File: config.mk
export PLATFORM = sky130hd
export DESIGN_NAME = fetch_unit
export DESIGN_NICKNAME = d
export VERILOG_FILES = /design/src/rtl/fetch_pkg.sv /design/src/rtl/fetch_skid_buffer.sv /design/src/rtl/fetch_unit.sv
export SDC_FILE = /design/constraint.sdc
export NUM_CORES = 1
export LEC_CHECK = 0
export BUFFER_PORTS_ARGS = -buffer_cell sky130_fd_sc_hd__clkbuf_2
export CAP_MARGIN = 10
export CORE_ASPECT_RATIO = 1.2
export CORE_UTILIZATION = 49
export CTS_BUF_LIST = sky130_fd_sc_hd__clkbuf_8
export DETAILED_ROUTE_END_ITERATION = 8
export PLACE_DENSITY = 0.73
export SLEW_MARGIN = 25
export SYNTH_ARGS = -nofsm -noshare
export SYNTH_HDL_FRONTEND = slang
export SYNTH_HIERARCHICAL = 1
export SYNTH_SLANG_ARGS = --single-unit
export TNS_END_PERCENT = 100
File: constraint.sdc
create_clock -name clk -period 2.4 [get_ports clk]
set_input_delay 0.36 -clock clk [delete_from_list [all_inputs] [get_ports clk]]
set_output_delay 0.36 -clock clk [all_outputs]
set_load 0.02 [all_outputs]
File: src/rtl/fetch_pkg.sv
// Shared types and constants for the instruction-fetch stage.
package fetch_pkg;

    typedef enum logic [1:0] {
        FETCH,
        WAIT,
        DISCARD
    } fetch_state_t;

    localparam logic [31:0] NOP_INSTR = 32'h00000013;
    localparam int unsigned PC_INC = 4;

endpackage

File: src/rtl/fetch_skid_buffer.sv
// One-entry pc/instr holding register that catches a response while decode is stalled.
module fetch_skid_buffer #(
    parameter int unsigned PC_W    = 64,
    parameter int unsigned INSTR_W = 32
) (
    input  logic               clk,
    input  logic               arst_n,
    input  logic               load,
    input  logic               drain,
    input  logic               clear,
    input  logic [PC_W-1:0]    load_pc,
    input  logic [INSTR_W-1:0] load_instr,
    output logic               buf_valid,
    output logic [PC_W-1:0]    buf_pc,
    output logic [INSTR_W-1:0] buf_instr
);

    logic               valid_q;
    logic [PC_W-1:0]    pc_q;
    logic [INSTR_W-1:0] instr_q;

    always_ff @(posedge clk) begin
        if (!arst_n) begin
            valid_q <= 1'b0;
            pc_q    <= '0;
            instr_q <= '0;
        end else begin
            if (clear) begin
                valid_q <= 1'b0;
            end else if (load) begin
                valid_q <= 1'b1;
            end else if (drain) begin
                valid_q <= 1'b0;
            end
            if (load && !clear) begin
                pc_q    <= load_pc;
                instr_q <= load_instr;
            end
        end
    end

    assign buf_valid = valid_q;
    assign buf_pc    = pc_q;
    assign buf_instr = instr_q;

endmodule

File: src/rtl/fetch_unit.sv
// Instruction-fetch stage: PC, single-outstanding imem request, skid buffer and IF/ID slot.
module fetch_unit
    import fetch_pkg::*;
#(
    parameter int unsigned     PC_W     = 64,
    parameter int unsigned     INSTR_W  = 32,
    parameter logic [PC_W-1:0] RESET_PC = '0
) (
    input  logic               clk,
    input  logic               arst_n,
    input  logic               stall,
    input  logic               redirect_valid,
    input  logic [PC_W-1:0]    redirect_pc,
    output logic               imem_req_valid,
    output logic [PC_W-1:0]    imem_req_addr,
    input  logic               imem_req_ready,
    input  logic               imem_rsp_valid,
    input  logic [INSTR_W-1:0] imem_rsp_instr,
    output logic               if_id_valid,
    output logic [PC_W-1:0]    if_id_pc,
    output logic [INSTR_W-1:0] if_id_instr,
    output logic [6:0]         if_id_opcode
);

    localparam logic [INSTR_W-1:0] NOP = INSTR_W'(NOP_INSTR);

    fetch_state_t       state_q, state_d;
    logic [PC_W-1:0]    pc_q, pc_d;
    logic               slot_valid_q, slot_valid_d;
    logic [PC_W-1:0]    slot_pc_q, slot_pc_d;
    logic [INSTR_W-1:0] slot_instr_q, slot_instr_d;

    logic               buf_valid;
    logic [PC_W-1:0]    buf_pc;
    logic [INSTR_W-1:0] buf_instr;
    logic               buf_load, buf_drain;

    logic               rsp_take, slot_free, req_fire;
    logic [PC_W-1:0]    redirect_target;

    assign redirect_target = {redirect_pc[PC_W-1:2], 2'b00};
    assign rsp_take        = (state_q == WAIT) && imem_rsp_valid;
    assign slot_free       = !slot_valid_q || !stall;

    // Gated by arst_n so no request leaks out while reset is held.
    assign imem_req_valid = arst_n && (state_q == FETCH) && !buf_valid && !redirect_valid;
    assign imem_req_addr  = pc_q;
    assign req_fire       = imem_req_valid && imem_req_ready;

    always_comb begin
        state_d      = state_q;
        pc_d         = pc_q;
        slot_valid_d = slot_valid_q;
        slot_pc_d    = slot_pc_q;
        slot_instr_d = slot_instr_q;
        buf_load     = 1'b0;
        buf_drain    = 1'b0;

        if (redirect_valid) begin
            pc_d         = redirect_target;
            slot_valid_d = 1'b0;
            slot_instr_d = NOP;
            // An in-flight response must still be swallowed before fetching the target.
            if ((state_q == WAIT || state_q == DISCARD) && !imem_rsp_valid) begin
                state_d = DISCARD;
            end else begin
                state_d = FETCH;
            end
        end else begin
            unique case (state_q)
                FETCH: begin
                    if (req_fire) state_d = WAIT;
                end
                WAIT: begin
                    if (imem_rsp_valid) begin
                        pc_d    = pc_q + PC_W'(PC_INC);
                        state_d = FETCH;
                    end
                end
                DISCARD: begin
                    if (imem_rsp_valid) state_d = FETCH;
                end
                default: state_d = FETCH;
            endcase

            if (!stall) begin
                if (buf_valid) begin
                    slot_valid_d = 1'b1;
                    slot_pc_d    = buf_pc;
                    slot_instr_d = buf_instr;
                    buf_drain    = 1'b1;
                end else if (rsp_take) begin
                    slot_valid_d = 1'b1;
                    slot_pc_d    = pc_q;
                    slot_instr_d = imem_rsp_instr;
                end else begin
                    slot_valid_d = 1'b0;
                    slot_instr_d = NOP;
                end
            end else if (rsp_take && !slot_valid_q) begin
                slot_valid_d = 1'b1;
                slot_pc_d    = pc_q;
                slot_instr_d = imem_rsp_instr;
            end

            buf_load = rsp_take && !slot_free;
        end
    end

    always_ff @(posedge clk) begin
        if (!arst_n) begin
            state_q      <= FETCH;
            pc_q         <= RESET_PC;
            slot_valid_q <= 1'b0;
            slot_pc_q    <= '0;
            slot_instr_q <= NOP;
        end else begin
            state_q      <= state_d;
            pc_q         <= pc_d;
            slot_valid_q <= slot_valid_d;
            slot_pc_q    <= slot_pc_d;
            slot_instr_q <= slot_instr_d;
        end
    end

    fetch_skid_buffer #(
        .PC_W    (PC_W),
        .INSTR_W (INSTR_W)
    ) u_skid (
        .clk        (clk),
        .arst_n     (arst_n),
        .load       (buf_load),
        .drain      (buf_drain),
        .clear      (redirect_valid),
        .load_pc    (pc_q),
        .load_instr (imem_rsp_instr),
        .buf_valid  (buf_valid),
        .buf_pc     (buf_pc),
        .buf_instr  (buf_instr)
    );

    assign if_id_valid  = slot_valid_q;
    assign if_id_pc     = slot_pc_q;
    assign if_id_instr  = slot_instr_q;
    assign if_id_opcode = slot_instr_q[6:0];

endmodule

Word-level counts from Yosys, hierarchy flattened
Cells that the tools add are included.
{ "totals": {"register_bits": 260, "latch_bits": 0, "ram_bits": 0, "romBits": 0, "in_bits": 102, "out_inout_bits": 169, "wordCells": 71, "memories": 0} }
{ "op_classes": {"n_addsub": 1, "mul": 0, "div": 0, "n_lt_le_gt_ge": 0, "eq_ne": 5, "shifts": 0, "mux": 26, "bitwise": 2, "reduce_logical": 28} }
{ "ops": {"columns": ["operator", "count"], "rows": [
  ["two-way mux 64 bit", 7],
  ["two-way mux 32 bit", 4],
  ["adder 64 x 3 -> 64 bit, second input constant", 1],
  ["two-way mux 1 bit", 10],
  ["logical AND 1 bit", 9],
  ["two-way mux 2 bit", 4],
  ["zero test 1 bit", 6],
  ["AND reduction 2 bit", 3],
  ["nonzero test 2 bit", 3],
  ["one-hot mux 2 bit (2 select lines)", 1],
  ["OR reduction 2 bit", 2],
  ["!= test 3 x 1 -> 1 bit, second input constant", 1],
  ["!= test 3 bit, second input constant", 1],
  ["AND reduction 3 bit", 1],
  ["nonzero test 3 bit", 1],
  ["== test 2 x 1 -> 1 bit, second input constant", 1],
  ["== test 2 bit, second input constant", 1],
  ["zero test 2 bit", 1],
  ["logical OR 1 bit", 2],
  ["!= test 2 x 1 -> 1 bit, second input constant", 1],
  ["NOT 1 bit", 2]
]} }

Depth between registers and ports, before layout
{ "depth": {"ltp_word": 8, "ltp_mapped": 11, "mapped_depth_nobuf": 7} }

Modules after synthesis
The synthesis kept the hierarchy.
{ "by_module_without_submodules": {"columns": ["module", "n_inst", "cells_each", "area_per_inst_um2", "seq_area_each_um2"], "rows": [
  ["fetch_unit", 1, 1125, 8277.9, 3223.1],
  ["fetch_skid_buffer", 1, 421, 3865.0, 1941.9]
]} }

Worst setup path after synthesis
No wires, ideal clock.
{ "synth_timing": {"path_type": "reg2reg", "start": "reg pc_q[2], in the netlist imem_req_addr[2]", "end": "reg pc_q[56], in the netlist imem_req_addr[56]", "setup_time_ps": 63, "arrival_ps": 2292, "required_time_ps": 2337, "slack_ps": 45, "stages_incl_launch_ff": 7, "path_buffers": 0, "synth_period_minus_slack_ps": 2355, "cell_sequence": "dfxtp_1 -> ha_1 -> nand3_1 -> or4_4 -> or3_4 -> or4b_1 -> nand3_1"} }
{ "synth_between": {"elab_chain_cells": 4} }
{ "synth_lines": {"columns": ["item", "line", "source"], "rows": [
  ["start: declaration", "fetch_unit.sv:28", "logic [PC_W-1:0] pc_q, pc_d;"],
  ["start signal: assignment", "fetch_unit.sv:119", "pc_q <= pc_d;"],
  ["adder 64 x 3 -> 64 bit", "fetch_unit.sv:76", "pc_d = pc_q + PC_W'(PC_INC);"],
  ["two-way mux 64 bit", "fetch_unit.sv:75", "if (imem_rsp_valid) begin"],
  ["two-way mux 64 bit", "fetch_unit.sv:70", "unique case (state_q)"],
  ["two-way mux 64 bit", "fetch_unit.sv:59", "if (redirect_valid) begin"]
]} }
No other way between the ends. The select of a mux whose other input is x is not followed.
A chain may end at the register's enable or synchronous reset.

Worst setup path after layout
{ "layout_timing": {"start": "reg state_q[1]", "end": "reg pc_q[57], in the netlist imem_req_addr[57]"} }
{ "layout_between": {"elab_chain_cells": 3} }
{ "layout_lines": {"columns": ["item", "line", "source"], "rows": [
  ["start: declaration", "fetch_unit.sv:27", "fetch_state_t state_q, state_d;"],
  ["start signal: assignment", "fetch_unit.sv:118", "state_q <= state_d;"],
  ["== test 2 x 1 -> 1 bit", "fetch_unit.sv:70", null],
  ["nonzero test 2 bit (no line)", null, null],
  ["AND reduction 2 bit (no line)", null, null]
]} }
No other way between the ends.

==> summary.md <==
| Metric | Value |
|---|---|
| Outcome | complete, no violations |
| Post-route minimum period | 2.24 ns |
| Skew final | 0.0228 ns |
| Clk root buf | clkbuf_8 |
| CP peak stage delay | 0.64 ns |
| Slowest stage cell, crit path | or4_4 |
| RSZ-0062 raised after global routing | no |
| First-pass GRT wire length | 56.1 mm |
| Die ar. | 25400 um2 |
| Final worst slack | 0.162 ns |
| CP max FO | 7 |
| DR pass1 iterations | 5 |
| DRT iter0 DRCs | 622 |
| H-tree depth | 2 |
| Vias | 11.9k |
| Fill count | 2136 |
| Site Rows | 62 |
| Antenna violations before repair | 2 |
| Avg Cell Area, Syn | 7.85 um2 |
| Routed wire length | 35.5 mm |
| Die Ht | 174 um |
| EDFF count, synth | 0 |
| Initial core utilization | 50.3% |
| Static leakage | 5.76 nW |
| CTS tree | done |
| Die width | 146 um |
| Min-delay worst type | in2reg |
| Ys async rst share | 0% |
| CTS max path bufs | 3 |
| Most common cell after layout, fill and taps aside | nand2_1 |
| Vias in the first global route | 11.1k |
| Share of cells above drive strength 1 | 23.4% |
| Final setup viols | 0 |
| Critical path endpoint category | register |
| Routed Antenna Nets | 0 |
| TritonCTS Buffers | 43 |
| Port Buf Inserts | 266 |
| CP required | 2.86 ns |
| Top post-synthesis cells by area | dfxtp_1 (43%), nand2_1 (13%), mux2i_1 (8.0%), a311oi_1 (4.7%), nor2_1 (4.5%) |
| Number of max-cap violations | 0 |
| Cells after Synth | 1546 |
| Crit-path leading delay family | simple AND/OR/NAND/NOR gates |
| Type of the worst setup path | reg2reg |
| Share of the synthesized area in the top cell type | 42.5% |
| Setup TNS Final | 0 ns |
| Slew HR | 61.4% |
| CP Data Arrival Time | 2.69 ns |
| FMAX | 447 MHz |
| Worst-path cell chain | inv_1, ha_1, nand2_1, or4_4, nor4_1, buf_4, a311oi_1, nor3_1 |
| Worst Tran Pin Value | 0.574 ns |
| Gpl congestion | 0.904 |
| Fin. Hold Viols | 0 |
| Fin. max-slew vios | 0 |
| CTS sink cnt | 258 |
| Most frequent cells in the layout | nand2_1 (433), clkbuf_2 (265), dfxtp_1 (258) |
| Worst R2R Setup Slack | 0.16 ns |
| Startpoint Class | register |
| Top_reg_cell synth | dfxtp_1 |
| Via density | 5.50 |
| Largest net degree at the start of global routing | 95 |
| Post-route DRC | 0 |
| Buf/Inv on CP | 2 |
| Top Ports | 271 |
| Average routed wire per standard cell | 16.4 um |
| Global route overflow | 0 |
| Mapped Area | 12100 um2 |
| DP HPWL | 24.4 mm |
| Pwr dens | 634 nW/um2 |
| #FFs+latches synth | 258 |
| Area leader, netlist | dfxtp_1 |
| Core area | 24100 um2 |
| Worst vdd ir | 390 uV |
| Final Util | 62.3% |
| Reg clk slew, reported paths | 0.06 ns |
| Syn. warnings | 6 |
| GRT Total Usage | 27.0% |
| Hold_buf cts | 0 |
| Synth unique cells | 57 |
| Post-synthesis sequential area ratio | 42.5% |
| Fin nets | 1920 |
| Setup WS pre-CTS | 0.0885 ns |
| Period utilization | 93.3% |
| Clock latency on the worst-skew pair | 0.55 ns |
| Area Overhead vs Synth | 23.7% |
[worst register-to-register path, stage by stage (launching register included)]
cell,delay [ns]
dfxtp_1,0.29
inv_1,0.09
ha_1,0.19
nand2_1,0.18
or4_4,0.64
nor4_1,0.32
buf_4,0.18
a311oi_1,0.09
nor3_1,0.19
[through the flow]
stage,hold slack [ns],total power [mW],cells,cell area [um2]
after floorplan,0.435,5.05,1549,12200
after global placement,0.442,5.43,2088,14000
after detailed placement,0.447,5.45,2089,14100
after CTS,0.0264,9.60,2167,15000
after global routing,0.0475,9.88,2169,15000
final,0.0609,9.52,2169,15000
[layout make-up]
type                            count  area [um2]  share of cell area [%]
Inverter                            9        35.0                   0.233
Sequential cell                   258        5160                    34.4
Multi-Input combinational cell   1155        6400                    42.6
Timing Repair Buffer              348        2090                    13.9
Antenna cell                        1        2.50                  0.0167
Tap cell                          320         400                    2.67
Clock inverter                     20         135                   0.900
Clock buffer                       58         798                    5.31
[where the power goes]
group / total [mW] / internal, mW / switching [mW] / leakage (nW)
Combinational: 0.889 / 0.327 / 0.562 / 3.13
Clock: 4.16 / 2.37 / 1.79 / 0.533
Sequential: 4.47 / 4.37 / 0.102 / 2.09
Total: 9.52 / 7.07 / 2.46 / 5.76
[kinds of logic after synthesis]
family	Yosys count	share of synthesized area (%)
mux	97	8.00
xor+xnor	33	2.38
buf+inv	136	5.29
fa+ha+maj	3	0.309
flops	258	42.5
simple gates	763	27.7
other cells	1	0.0309
compound gates	255	13.8
[per-layer routing]
| metal | vias to the layer above | share of wire [%] | global-route usage [%] |
|---|---|---|---|
| li1 | 5920 | - | - |
| met1 | 5501 | 42 | 32.8 |
| met2 | 407 | 47 | 45.6 |
| met5 | - | 0.037 | 0 |
| met3 | 97 | 7.1 | 6.17 |
| met4 | 2 | 3.9 | 11.7 |
[timing repair]
item / in CTS / in global routing
setup endpoints to repair: 0 / 60
setup buffers: 0 / 1
endpoints found under the hold margin: 0 / 0
gates resized for setup: 0 / 4
[worst paths after layout]
check,start,to,depth (start not counted)
setup / recovery,state_q[1],imem_req_addr[57],8
hold / removal,redirect_pc[61],imem_req_addr[61],3
hold reg to reg,u_skid/buf_instr[2],u_skid/buf_instr[2],2
setup reg to reg,state_q[1],imem_req_addr[57],8
[cell usage after synthesis, drive strengths merged, types with 8 or more instances]
library cell / number
a21oi: 85
inv: 9
nand3: 37
nor4: 18
a31oi: 12
or3: 8
nor2: 144
dfxtp: 258
clkbuf: 81
a311oi: 65
xor2: 9
nor3: 27
xnor2: 24
or4: 14
o21ai: 46
nand4: 33
buf: 46
mux2i: 97
nand2: 433
a211oi: 10
and3: 8
[sequential cells by signal (all words and copies together), names as in the netlist]
signal            count
if_id_valid           1
imem_req_addr        62
state_q               2
u_skid/buf_instr     32
if_id_instr          32
u_skid/buf_valid      1
if_id_pc             64
u_skid/buf_pc        64
No activity file was read; power rests on OpenSTA's default activity.
